`src/rtl/wash_pkg.sv`:
```
// Shared definitions for the wash panel: panel state encoding and program-select codes.
package wash_pkg;

  typedef enum logic [2:0] {
    ST_IDLE     = 3'd0,
    ST_START    = 3'd1,
    ST_RUN      = 3'd2,
    ST_PAUSED   = 3'd3,
    ST_COMPLETE = 3'd4,
    ST_FAULT    = 3'd5
  } panel_state_e;

  localparam logic [1:0] PROG_NORMAL   = 2'b00;
  localparam logic [1:0] PROG_DOUBLE   = 2'b01;
  localparam logic [1:0] PROG_DRY      = 2'b10;
  localparam logic [1:0] PROG_RESERVED = 2'b11;

  localparam logic [7:0] CYCLES_MAX = 8'hFF;

endpackage

```
`src/rtl/btn_debounce.sv`:
```
// Button conditioning: 2-flop synchronizer, stability debouncer and press pulse.
// The press pulse is high during the cycle in which the last required stable
// sample is taken, so logic clocked by it reacts DEBOUNCE_CYCLES+2 edges after
// the raw input first rises. Releases and short glitches produce no pulse.
module btn_debounce #(
  parameter int DEBOUNCE_CYCLES = 4
) (
  input  logic clk,
  input  logic rst_n,
  input  logic btn_i,
  output logic press_o
);

  localparam int CW = (DEBOUNCE_CYCLES > 1) ? $clog2(DEBOUNCE_CYCLES) : 1;
  localparam logic [CW-1:0] LAST = CW'(DEBOUNCE_CYCLES - 1);

  logic          sync1_q;
  logic          sync2_q;
  logic          stable_q;
  logic [CW-1:0] cnt_q;

  // Synchronize the raw level and count consecutive samples that differ from the accepted level.
  always_ff @(posedge clk or negedge rst_n) begin
    if (!rst_n) begin
      sync1_q  <= 1'b0;
      sync2_q  <= 1'b0;
      stable_q <= 1'b0;
      cnt_q    <= '0;
    end else begin
      sync1_q <= btn_i;
      sync2_q <= sync1_q;
      if (sync2_q == stable_q) begin
        cnt_q <= '0;
      end else if (cnt_q == LAST) begin
        cnt_q    <= '0;
        stable_q <= sync2_q;
      end else begin
        cnt_q <= cnt_q + 1'b1;
      end
    end
  end

  assign press_o = sync2_q && !stable_q && (cnt_q == LAST);

endmodule

```
`src/rtl/wash_panel_ctrl.sv`:
```
// Front-panel controller for the washing machine: debounced buttons drive a
// small FSM that starts, pauses, cancels and counts wash cycles.
// Optional watchdog: define WASH_PANEL_WATCHDOG_EN to add a RUN-time limit
// that forces FAULT; without it FAULT is unreachable and fault is tied low.
module wash_panel_ctrl
  import wash_pkg::*;
#(
  parameter int          DEBOUNCE_CYCLES = 4,
  parameter logic [15:0] WDOG_LIMIT      = 16'd600
) (
  input  logic       clk,
  input  logic       rst,
  input  logic       btn_start,
  input  logic       btn_pause,
  input  logic       btn_cancel,
  input  logic [1:0] prog_sel,
  input  logic       done,
  output logic       start,
  output logic       double_wash,
  output logic       dry_wash,
  output logic       time_pause,
  output logic       abort,
  output logic       busy,
  output logic       door_lock,
  output logic       fault,
  output logic [7:0] cycles_done
);

  logic rstMeta_q;
  logic rstSync_q;
  logic startPress;
  logic pausePress;
  logic cancelPress;

  panel_state_e state_q, state_d;
  logic         doubleWash_q, doubleWash_d;
  logic         dryWash_q, dryWash_d;
  logic         abort_q, abort_d;
  logic [7:0]   cyclesDone_q, cyclesDone_d;
`ifdef WASH_PANEL_WATCHDOG_EN
  logic [15:0]  wdogCnt_q, wdogCnt_d;
`else
  logic         unusedWdogLimit;
  assign unusedWdogLimit = ^WDOG_LIMIT;
`endif

  // Reset asserts immediately but releases only after two clean clock edges.
  always_ff @(posedge clk or negedge rst) begin
    if (!rst) begin
      rstMeta_q <= 1'b0;
      rstSync_q <= 1'b0;
    end else begin
      rstMeta_q <= 1'b1;
      rstSync_q <= rstMeta_q;
    end
  end

  btn_debounce #(.DEBOUNCE_CYCLES(DEBOUNCE_CYCLES)) u_deb_start (
    .clk(clk), .rst_n(rstSync_q), .btn_i(btn_start), .press_o(startPress)
  );
  btn_debounce #(.DEBOUNCE_CYCLES(DEBOUNCE_CYCLES)) u_deb_pause (
    .clk(clk), .rst_n(rstSync_q), .btn_i(btn_pause), .press_o(pausePress)
  );
  btn_debounce #(.DEBOUNCE_CYCLES(DEBOUNCE_CYCLES)) u_deb_cancel (
    .clk(clk), .rst_n(rstSync_q), .btn_i(btn_cancel), .press_o(cancelPress)
  );

  // Panel state, latched program bits, abort pulse and completed-cycle counter.
  always_ff @(posedge clk or negedge rstSync_q) begin
    if (!rstSync_q) begin
      state_q      <= ST_IDLE;
      doubleWash_q <= 1'b0;
      dryWash_q    <= 1'b0;
      abort_q      <= 1'b0;
      cyclesDone_q <= 8'd0;
`ifdef WASH_PANEL_WATCHDOG_EN
      wdogCnt_q    <= 16'd0;
`endif
    end else begin
      state_q      <= state_d;
      doubleWash_q <= doubleWash_d;
      dryWash_q    <= dryWash_d;
      abort_q      <= abort_d;
      cyclesDone_q <= cyclesDone_d;
`ifdef WASH_PANEL_WATCHDOG_EN
      wdogCnt_q    <= wdogCnt_d;
`endif
    end
  end

  // Next-state logic; cancel is applied last so it beats done, pause and the watchdog.
  always_comb begin
    state_d      = state_q;
    doubleWash_d = doubleWash_q;
    dryWash_d    = dryWash_q;
    abort_d      = 1'b0;
    cyclesDone_d = cyclesDone_q;
`ifdef WASH_PANEL_WATCHDOG_EN
    wdogCnt_d    = wdogCnt_q;
`endif
    case (state_q)
      ST_IDLE: begin
        if (startPress) begin
          case (prog_sel)
            PROG_NORMAL:   begin state_d = ST_START; doubleWash_d = 1'b0; dryWash_d = 1'b0; end
            PROG_DOUBLE:   begin state_d = ST_START; doubleWash_d = 1'b1; dryWash_d = 1'b0; end
            PROG_DRY:      begin state_d = ST_START; doubleWash_d = 1'b0; dryWash_d = 1'b1; end
            PROG_RESERVED: state_d = ST_IDLE;
          endcase
        end
      end
      ST_START: begin
        state_d = ST_RUN;
`ifdef WASH_PANEL_WATCHDOG_EN
        wdogCnt_d = 16'd0;
`endif
      end
      ST_RUN: begin
`ifdef WASH_PANEL_WATCHDOG_EN
        wdogCnt_d = wdogCnt_q + 16'd1;
`endif
        if (done) begin
          state_d = ST_COMPLETE;
`ifdef WASH_PANEL_WATCHDOG_EN
        end else if (wdogCnt_q == WDOG_LIMIT - 16'd1) begin
          state_d      = ST_FAULT;
          abort_d      = 1'b1;
          doubleWash_d = 1'b0;
          dryWash_d    = 1'b0;
`endif
        end else if (pausePress) begin
          state_d = ST_PAUSED;
        end
      end
      ST_PAUSED: begin
        if (done) begin
          state_d = ST_COMPLETE;
        end else if (pausePress) begin
          state_d = ST_RUN;
        end
      end
      ST_COMPLETE: begin
        state_d      = ST_IDLE;
        doubleWash_d = 1'b0;
        dryWash_d    = 1'b0;
        if (cyclesDone_q != CYCLES_MAX) begin
          cyclesDone_d = cyclesDone_q + 8'd1;
        end
      end
      ST_FAULT: begin
        if (cancelPress) begin
          state_d = ST_IDLE;
        end
      end
      default: state_d = ST_IDLE;
    endcase
    if (cancelPress && (state_q == ST_START || state_q == ST_RUN || state_q == ST_PAUSED)) begin
      state_d      = ST_IDLE;
      abort_d      = 1'b1;
      doubleWash_d = 1'b0;
      dryWash_d    = 1'b0;
    end
  end

  assign start       = (state_q == ST_START);
  assign time_pause  = (state_q == ST_PAUSED);
  assign busy        = (state_q == ST_START) || (state_q == ST_RUN) || (state_q == ST_PAUSED);
  assign door_lock   = busy || (state_q == ST_FAULT);
  assign double_wash = doubleWash_q;
  assign dry_wash    = dryWash_q;
  assign abort       = abort_q;
  assign cycles_done = cyclesDone_q;
`ifdef WASH_PANEL_WATCHDOG_EN
  assign fault       = (state_q == ST_FAULT);
`else
  assign fault       = 1'b0;
`endif

endmodule

```
`config.mk`:
```
export PLATFORM = sky130hd
export DESIGN_NAME = wash_panel_ctrl
export DESIGN_NICKNAME = d
export VERILOG_FILES = /design/src/rtl/wash_pkg.sv /design/src/rtl/btn_debounce.sv /design/src/rtl/wash_panel_ctrl.sv
export SDC_FILE = /design/constraint.sdc
export NUM_CORES = 1
export LEC_CHECK = 0
export BUFFER_PORTS_ARGS = -buffer_cell sky130_fd_sc_hd__buf_2
export CAP_MARGIN = 0
export CORE_MARGIN = 2
export CORE_UTILIZATION = 40
export DETAILED_ROUTE_END_ITERATION = 8
export MAX_ROUTING_LAYER = met4
export PLACE_DENSITY = 0.67
export SYNTH_ARGS = -nofsm -noshare
export SYNTH_HDL_FRONTEND = slang
export SYNTH_SLANG_ARGS = --single-unit
export TNS_END_PERCENT = 5
```
`constraint.sdc`:
```
create_clock -name clk -period 1.2 [get_ports clk]
set_clock_uncertainty 0.1 [all_clocks]
set_input_delay 0.12 -clock clk [delete_from_list [all_inputs] [get_ports clk]]
set_output_delay 0.12 -clock clk [all_outputs]
set_load 0.01 [all_outputs]
```
Word-level counts from Yosys, hierarchy flattened
Index checks and enable logic that the tools add are counted.
{"block": "word_totals", "wordCells": 97, "in_bits": 8, "ff_bits": 31}
{"block": "op_classes", "n_bitwise": 3, "n_eq_ne": 21, "muxes": 24, "add_sub_neg": 4, "n_reduce_logical": 26}
{"operator": "3-bit two-way mux", "n": 7}
{"operator": "3-bit case mux with 5 select lines", "n": 1}
{"operator": "2-bit two-way mux", "n": 6}
{"operator": "4-bit by 3-bit inequality test with 1-bit output, second input constant", "n": 3}
{"operator": "2-bit == test, second input constant", "n": 5}
{"operator": "8-bit by 1-bit adder with 8-bit output, second input constant", "n": 1}
{"operator": "8-bit inequality test, second input constant", "n": 1}
{"operator": "1-bit case mux with 2 select lines", "n": 4}
{"operator": "2-bit AND reduction", "n": 4}
{"operator": "1-bit logical AND", "n": 7}
{"operator": "2-bit by 1-bit adder with 2-bit output, second input constant", "n": 3}
{"operator": "3-bit by 2-bit == test with 1-bit output, second input constant", "n": 2}
{"operator": "3-bit == test, second input constant", "n": 2}
{"operator": "3-bit inequality test, second input constant", "n": 2}
{"operator": "3-bit case mux with 2 select lines", "n": 1}
{"operator": "3-bit AND reduction", "n": 2}
{"operator": "1-bit two-way mux", "n": 5}
{"operator": "4-bit by 2-bit inequality test with 1-bit output, second input constant", "n": 1}
{"operator": "4-bit AND reduction", "n": 1}
{"operator": "2-bit OR reduction", "n": 2}
{"operator": "1-bit == test", "n": 3}
{"operator": "3-bit by 1-bit == test with 1-bit output, second input constant", "n": 1}
{"operator": "1-bit zero test", "n": 3}
{"operator": "3-bit zero test", "n": 1}
{"operator": "other kinds (6)", "n": 10}

Longest topological paths before layout
Gate-level depths: netlist of the first run.
{"block": "depth", "depth_word": 7, "depth_mapped": 6}

Modules after synthesis
Synthesis of the first run repeated with hierarchy kept, for this count alone.
{"block": "hier_totals", "cells_unflattened": 117, "hier_area_um2": 1458.9}
{"module": "wash_panel_ctrl", "cells_each": 78, "seq_area_each_um2": 400.4, "instances": 1, "area_each_um2": 850.8}
{"module": "btn_debounce", "cells_each": 13, "seq_area_each_um2": 125.1, "instances": 3, "area_each_um2": 202.7}

Worst setup path after synthesis of the first run
No wires, ideal clock.
{"block": "synth_path", "kind": "register to register", "startpoint": "reg cyclesDone_q[0], in the netlist cycles_done[0]", "endpoint": "reg cyclesDone_q[1], in the netlist cycles_done[1]", "path_stages_with_launch": 5, "path_slack_ps": -380, "t_arrival_ps": 1355, "required_ps": 975, "path_buffers": 0, "path_cell_list": "dfrtp_1 -> ha_1 -> nand3_1 -> o21ai_2 -> mux2_2"}
{"block": "synth_between", "elab_chain_len": 2, "elab_cells_between_ends": 3, "cone_classes": "1 x add/sub; 1 x eq/ne; 1 x reduce/logical"}
{"element": "from (decl)", "line_no": "wash_panel_ctrl.sv:39", "source": "logic [7:0] cyclesDone_q, cyclesDone_d;"}
{"element": "from (signal assigned)", "line_no": "wash_panel_ctrl.sv:84", "source": "cyclesDone_q <= cyclesDone_d;"}
{"element": "parallel branches: the longest is 2 deep, another holds 8-bit by 1-bit adder with 8-bit output"}
Several ways; the timed one is not identified.
A chain may end at the register's enable or synchronous reset.

Worst setup path in the final report of the first run
{"block": "layout_path", "startpoint": "reg state_q[1]", "endpoint": "out busy"}
{"block": "layout_between", "elab_chain_len": 3, "elab_cells_between_ends": 5, "cone_classes": "3 x eq/ne; 2 x reduce/logical"}
{"element": "from (decl)", "line_no": "wash_panel_ctrl.sv:35", "source": "panel_state_e state_q, state_d;"}
{"element": "from (signal assigned)", "line_no": "wash_panel_ctrl.sv:80", "source": "state_q <= state_d;"}
{"element": "3-bit by 1-bit == test with 1-bit output / 3-bit by 2-bit == test with 1-bit output (equally long branches)", "line_no": "wash_panel_ctrl.sv:167", "source": "assign busy = (state_q == ST_START) || (state_q == ST_RUN) || (state_q == ST_PAUSED);"}
{"element": "1-bit logical OR", "line_no": "wash_panel_ctrl.sv:167"}
{"element": "1-bit logical OR (*)", "line_no": "wash_panel_ctrl.sv:167"}
{"element": "to (decl)", "line_no": "wash_panel_ctrl.sv:23", "source": "output logic busy,"}
Every way passes the cells marked *; elsewhere a longest branch is shown, timed or not.

==> flow_summary.json, run 1 <==
{
  "outcome": "complete, but fails checks",
  "failing_checks": "negative setup slack",
  "mappedNetlistArea_mm2": 0.00135,
  "hold_path.startpoint": "prog_sel[0]",
  "clock_insertion_delay_at_the_later_pin_of_the_skew_report_ns": 0.33,
  "place_worst_setup_slack_ns": -0.253,
  "cts.clk_slew.worst_paths_ns": 0.09,
  "final_util_pct": 65.2,
  "design.die.area_mm2": 0.00384,
  "gp_routability_congestion": 0.753,
  "seq_area_frac_synth_pct": 57.7,
  "cp_data_required_time_ns": 0.98,
  "slowest_delay_ns": 0.45,
  "grt_setup_unrepaired": "true",
  "antenna_found_initial": 0,
  "crit-reg2reg-launch": "state_q[1]",
  "die_w_um": 62.0,
  "critical-path-slowest-cell": "sky130_fd_sc_hd__dfrtp_2",
  "syn-instance-count": 113,
  "initial_core_util_pct": 41.0,
  "synth_cell_types": 32,
  "core.rowCount": 21,
  "worst_vdd_drop_v": 0.000884,
  "power_density_mw_per_mm2": 2130,
  "hold_path_class": "primary input to flip-flop",
  "floorplan.die.height_um": 62.0,
  "synthTopCellsByArea": "sky130_fd_sc_hd__dfrtp_1 (58%), sky130_fd_sc_hd__ha_1 (6.5%), sky130_fd_sc_hd__xor2_1 (3.3%), sky130_fd_sc_hd__a21oi_1 (3.0%), sky130_fd_sc_hd__inv_1 (2.2%)",
  "yosysWarningCount": 0,
  "ff2ff_setup_slack_ns": -0.30,
  "ys_ff_latch": 31,
  "setup-violations-final": 22,
  "worst_path_dominant_cell_family": "flip-flops",
  "end_kind": "output pin",
  "drt.antenna.violating_nets": 0,
  "min_path_cells": 3,
  "timing_hold_violations_final": 0,
  "wire_per_inst_um": 12.8,
  "placement.io_buffers": 22,
  "syn_nets": 128,
  "cts_made_buffers": 5,
  "crit_top_cell": "sky130_fd_sc_hd__buf_6",
  "grt_pass1_wl_um": 4690,
  "boundaryPins": 24,
  "groute.usage.overall_pct": 17.8,
  "drt-total-wl_um": 2930,
  "layout-drive-gt1-share_pct": 57.4,
  "setup.worst_path.start_class": "flip-flop",
  "cts_htree_levels": 2,
  "worst-endpoint-arrival_ns": 1.30,
  "route.vias.total": 1089,
  "p_leak_nw": 1.05,
  "ctsLongestPathBuffers": 2,
  "final-max-slew-violation-count": 0,
  "layout.cells.most_common_list": "sky130_fd_sc_hd__dfrtp_1 (28), sky130_fd_sc_hd__buf_4 (25), sky130_fd_sc_hd__buf_6 (21)",
  "max_cap_viol_count": 0,
  "worst_reg_to_reg_path_cell_count": 5,
  "finalNetCount": 197,
  "drc_violation_count_after_routing": 0,
  "number_of_stages_on_the_worst_setup_path": 5,
  "critical_path.cell_chain": "buf_6, nor2_4, buf_6, nor2_4, buf_6",
  "period_needed_ns": 1.52,
  "yosys.area.top_type": "sky130_fd_sc_hd__dfrtp_1",
  "drtPass1Iterations": 4,
  "tritoncts_num_sinks": 31,
  "cts_root_buf": "sky130_fd_sc_hd__clkbuf_4",
  "hpwl_um": 2040,
  "syn_area_per_cell_um2": 11.9,
  "overflow": 0,
  "core_area_mm2": 0.00328,
  "routed_via_density": 4.76,
  "period_share_pct": 127,
  "highest_fanout_seen_on_the_critical_path": 3,
  "diodes": 0,
  "nFillCells": 240,
  "worst-path-buf-inv": 3,
  "commonest_non_fill_non_tap_cell_in_the_layout": "sky130_fd_sc_hd__dfrtp_1",
  "area_delta_synth_final_pct": 59.2,
  "finalWorstSetupSlack_ns": -0.319,
  "drt_iter0_markers": 36,
  "post-synth-top-area-fraction_pct": 57.7,
  "tritoncts": "done",
  "first_global_vias": 1128,
  "worst_setup_path_startpoint": "state_q[1]",
  "achievable-frequency_mhz": 658,
  "grt_max_degree": 17,
  "setup.worst_path.class": "flip-flop to output pin"
}
-- worst paths after layout --
path	to
min in group asynchronous	cycles_done[6]
min	dry_wash
max reg2reg	dry_wash
min reg2reg	cycles_done[6]
max	busy
max in group asynchronous	rstMeta_q
-- cells in the mapped netlist, drive strengths merged --
library cell / number
o21ai: 1
nor3b: 1
nor2b: 4
a211oi: 1
nor3: 6
dfrtp: 31
nor2: 8
or2: 1
buf: 2
xor2: 5
and4b: 1
inv: 8
or3b: 1
ha: 7
mux2: 2
o41ai: 1
nand2: 8
mux2i: 1
a31o: 3
and3: 2
nand4: 2
o211ai: 2
xnor2: 2
conb: 2
nand3: 1
a21oi: 8
nand2b: 2
-- timing repair --
| action | CTS | global route |
|---|---|---|
| setup endpoints to repair | 28 | 31 |
| gates resized for setup | 30 | 18 |
| endpoints found under the hold margin | 6 | 0 |
| pin swaps | 5 | 9 |
| setup buffers | 2 | 2 |
| hold buffers | 6 | 0 |
-- state kept, by name (all words and copies together) (netlist names), 2 cells and up --
signal	count
cycles_done	8
state_q	3
u_deb_start.cnt_q	2
u_deb_cancel.cnt_q	2
u_deb_pause.cnt_q	2
-- layout make-up --
| type | count | area (µm²) | share of cell area [%] |
|---|---|---|---|
| repair buffers | 64 | 544 | 25.4 |
| multi-input cells | 72 | 643 | 30.0 |
| clock inverters | 2 | 35.0 | 1.64 |
| well taps | 46 | 57.6 | 2.69 |
| flip-flops and latches | 31 | 779 | 36.4 |
| inverters | 8 | 30.0 | 1.40 |
| clock buffers | 6 | 51.3 | 2.40 |
-- kinds of logic (layout without fill, tap and decap cells) --
group                    after synthesis  count (layout)  synth area share, %
multiplexers                           3               3                 2.42
other                                  2               2                0.558
flip-flops                            31              31                 57.7
buffers and inverters                 10              80                 3.63
AND/OR/NAND/NOR                       37              37                 16.4
adder cells (fa/ha/maj)                7               7                 6.51
AO/OA/AOI/OAI                         16              16                 8.28
XOR/XNOR                               7               7                 4.56
-- worst reg2reg max path, delay by kind of cell (launching register included) --
family,cells,cell delay (ns)
AND/OR/NAND/NOR,3,0.62
AO/OA/AOI/OAI,1,0.14
flip-flops,1,0.45
buffers and inverters,1,0.13
-- report_power, final --
group,switching (mW),total (mW),internal (mW)
Sequential,0.195,1.52,1.32
Combinational,0.944,2.19,1.25
Clock,0.355,0.847,0.492
-- routing by layer --
layer	part of all wire [%]	global-route usage, %	vias up
met2	53	30.2	25
li1	-	-	525
met4	2.0	7.60	0
met1	41	17.8	533
met5	0	-	-
met3	4.5	7.45	6
-- metrics by stage --
| step | area, µm² | TNS [ns] | cells | power, mW | hold WS (ns) |
|---|---|---|---|---|---|
| floorplan | 1370 | -1.69 | 113 | 2.38 | -0.276 |
| global placement | 1760 | -1.75 | 211 | 3.06 | -0.194 |
| detailed placement | 1760 | -2.43 | 211 | 3.14 | -0.192 |
| CTS | 2060 | -3.76 | 227 | 4.34 | 0.0112 |
| global route | 2140 | -5.48 | 229 | 4.90 | 0.00823 |
| finish | 2140 | -3.68 | 229 | 4.56 | 0.0193 |
(Power assumes the default switching activity.)
==> run 2, diff against run 1 <==
CORE_ASPECT_RATIO = 1.2   (was not set)
==> flow_summary.json, run 2 (synthesized netlist as in run 1, its figures left out) <==
{
  "pwr-share-comb_pct": 48.1,
  "post-layout-total-power_mw": 4.50,
  "hpwl_um": 2050,
  "whs_endpoint": "double_wash",
  "cp_data_required_time_ns": 1.30,
  "end_kind": "flip-flop",
  "netSwitchingFraction_pct": 33.7,
  "antenna_found_initial": 0,
  "post_dp_cell_area_mm2": 0.00174,
  "finish.instance_area_mm2": 0.00207,
  "ff2ff_setup_slack_ns": -0.36,
  "routed_via_density": 5.00,
  "met2_length_um": 1840,
  "power.clock.fraction_pct": 18.1,
  "placed_cells_incl_taps": 201,
  "p_leak_nw": 1.04,
  "wl_met3_um": 155,
  "power_report.internal_total_mw": 2.98,
  "outcome": "complete, but fails checks",
  "switching_power_mw": 1.52,
  "placement.io_buffers": 22,
  "setup.worst_path.start_class": "flip-flop",
  "boundaryPins": 24,
  "die_w_um": 56.9,
  "period_share_pct": 130,
  "top_layer": "met4",
  "cts_htree_levels": 2,
  "fin_tns_setup_ns": -4.00,
  "clock_insertion_delay_at_the_later_pin_of_the_skew_report_ns": 0.28,
  "wl_met1_um": 1130,
  "initial_core_util_pct": 41.0,
  "groute.usage.overall_pct": 18.8,
  "tritoncts": "done",
  "floorplan.die.height_um": 67.5,
  "diodes": 0,
  "design.die.area_mm2": 0.00384,
  "failing_checks": "negative setup slack",
  "drc_violation_count_after_routing": 0,
  "critical_path.reg2reg.endpoint": "cycles_done[7]",
  "commonest_non_fill_non_tap_cell_in_the_layout": "sky130_fd_sc_hd__buf_4",
  "tritoncts_num_sinks": 31,
  "first_global_vias": 1148,
  "min_path_cells": 3,
  "setup-violations-final": 17,
  "core.rowCount": 23,
  "cts_root_buf": "sky130_fd_sc_hd__clkbuf_8",
  "crit-reg2reg-launch": "state_q[1]",
  "finalNonFillerCells": 218,
  "period_needed_ns": 1.56,
  "hold_path.startpoint": "prog_sel[0]",
  "finalNetCount": 196,
  "drt.antenna.violating_nets": 0,
  "highest_fanout_seen_on_the_critical_path": 3,
  "layout-drive-gt1-share_pct": 60.2,
  "route.vias.total": 1089,
  "timing_hold_violations_final": 0,
  "largest_register_ffs": 8,
  "power_density_mw_per_mm2": 2170,
  "area_delta_synth_final_pct": 54.2,
  "cts.clk_slew.worst_paths_ns": 0.07,
  "finalWorstSetupSlack_ns": -0.355,
  "achievable-frequency_mhz": 643,
  "ctsLongestPathBuffers": 2,
  "max_cap_viol_count": 0,
  "worst_reg_to_reg_path_cell_count": 5,
  "drtPass1Iterations": 4,
  "wire_per_inst_um": 14.7,
  "core_area_mm2": 0.00328,
  "drt_iter0_markers": 29,
  "grt_setup_unrepaired": "true",
  "hold_path_class": "primary input to flip-flop",
  "final-max-slew-violation-count": 0,
  "drt-total-wl_um": 3210,
  "setup.worst_path.class": "flip-flop to flip-flop",
  "overflow": 0,
  "layout.cells.most_common_list": "sky130_fd_sc_hd__buf_4 (31), sky130_fd_sc_hd__dfrtp_1 (29), sky130_fd_sc_hd__buf_2 (18)",
  "worst-endpoint-arrival_ns": 1.65,
  "grt_pass1_wl_um": 5260,
  "share_seq_of_total_power_pct": 33.8,
  "grt_max_degree": 17,
  "cts_made_buffers": 5,
  "nFillCells": 270,
  "gp_routability_congestion": 0.778,
  "worst_vdd_drop_v": 0.00133
}
[run 2: how the worst max path moves through the flow]
| stage | from | to | slack (ns) |
|---|---|---|---|
| 6_report | state_q[1] | cycles_done[7] | -0.36 |
| 4_1_cts | state_q[1] | cycles_done[5] | -0.29 |
| 2_1_floorplan | cycles_done[0] | cycles_done[1] | -0.27 |
| 3_3_place_gp | state_q[1] | cycles_done[7] | -0.21 |
| 3_5_place_dp | state_q[1] | cycles_done[7] | -0.28 |
| 5_1_grt | state_q[1] | cycles_done[7] | -0.39 |
[run 2: timing repair]
action	4_1_cts	5_1_grt
hold buffers	4	0
gates resized for setup	24	16
buffers inserted	6	0
endpoints found under the setup margin	21	27
pin swaps	11	5
endpoints found under the hold margin	5	0
[run 2: layer usage]
metal | vias up | global-route usage (%)
li1 | 517 | -
met1 | 529 | 19.3
met2 | 33 | 33.9
met3 | 10 | 5.56
met4 | 0 | 6.98
met5 | - | -
[run 2: layout make-up]
class	instances	area (µm²)	area share, %
clock buffers	6	82.6	3.98
clock inverters	1	5.00	0.241
inverters	8	30.0	1.45
multi-input cells	72	657	31.7
flip-flops and latches	31	778	37.5
well taps	37	46.3	2.23
repair buffers	63	475	22.9
[run 2: stage by stage]
stage | utilization, % | hold WS, ns | setup WS [ns]
2_1_floorplan | - | -0.276 | -0.274
5_1_grt | 63.2 | 0.0475 | -0.394
6_report | 63.2 | 0.0338 | -0.355
3_3_place_gp | 53.1 | -0.195 | -0.205
3_5_place_dp | 53.1 | -0.193 | -0.277
4_1_cts | 61.5 | 0.0281 | -0.288
[run 2: power by group through the flow]
stage                     Combinational (mW)  Clock (mW)  Sequential (mW)
after floorplan                        0.806           0             1.58
after global placement                  1.55           0             1.49
after detailed placement                1.62           0             1.52
after CTS                               2.01       0.840             1.50
after global routing                    2.38       0.899             1.55
final                                   2.16       0.816             1.52
[run 2: worst max-delay path, stage by stage, from the launching register on]
cell and delay (ns):
sky130_fd_sc_hd__dfrtp_2 0.43, sky130_fd_sc_hd__buf_6 0.13, sky130_fd_sc_hd__nor3b_4 0.26, sky130_fd_sc_hd__o211ai_2 0.17
sky130_fd_sc_hd__nor3_2 0.18, sky130_fd_sc_hd__xor2_1 0.19
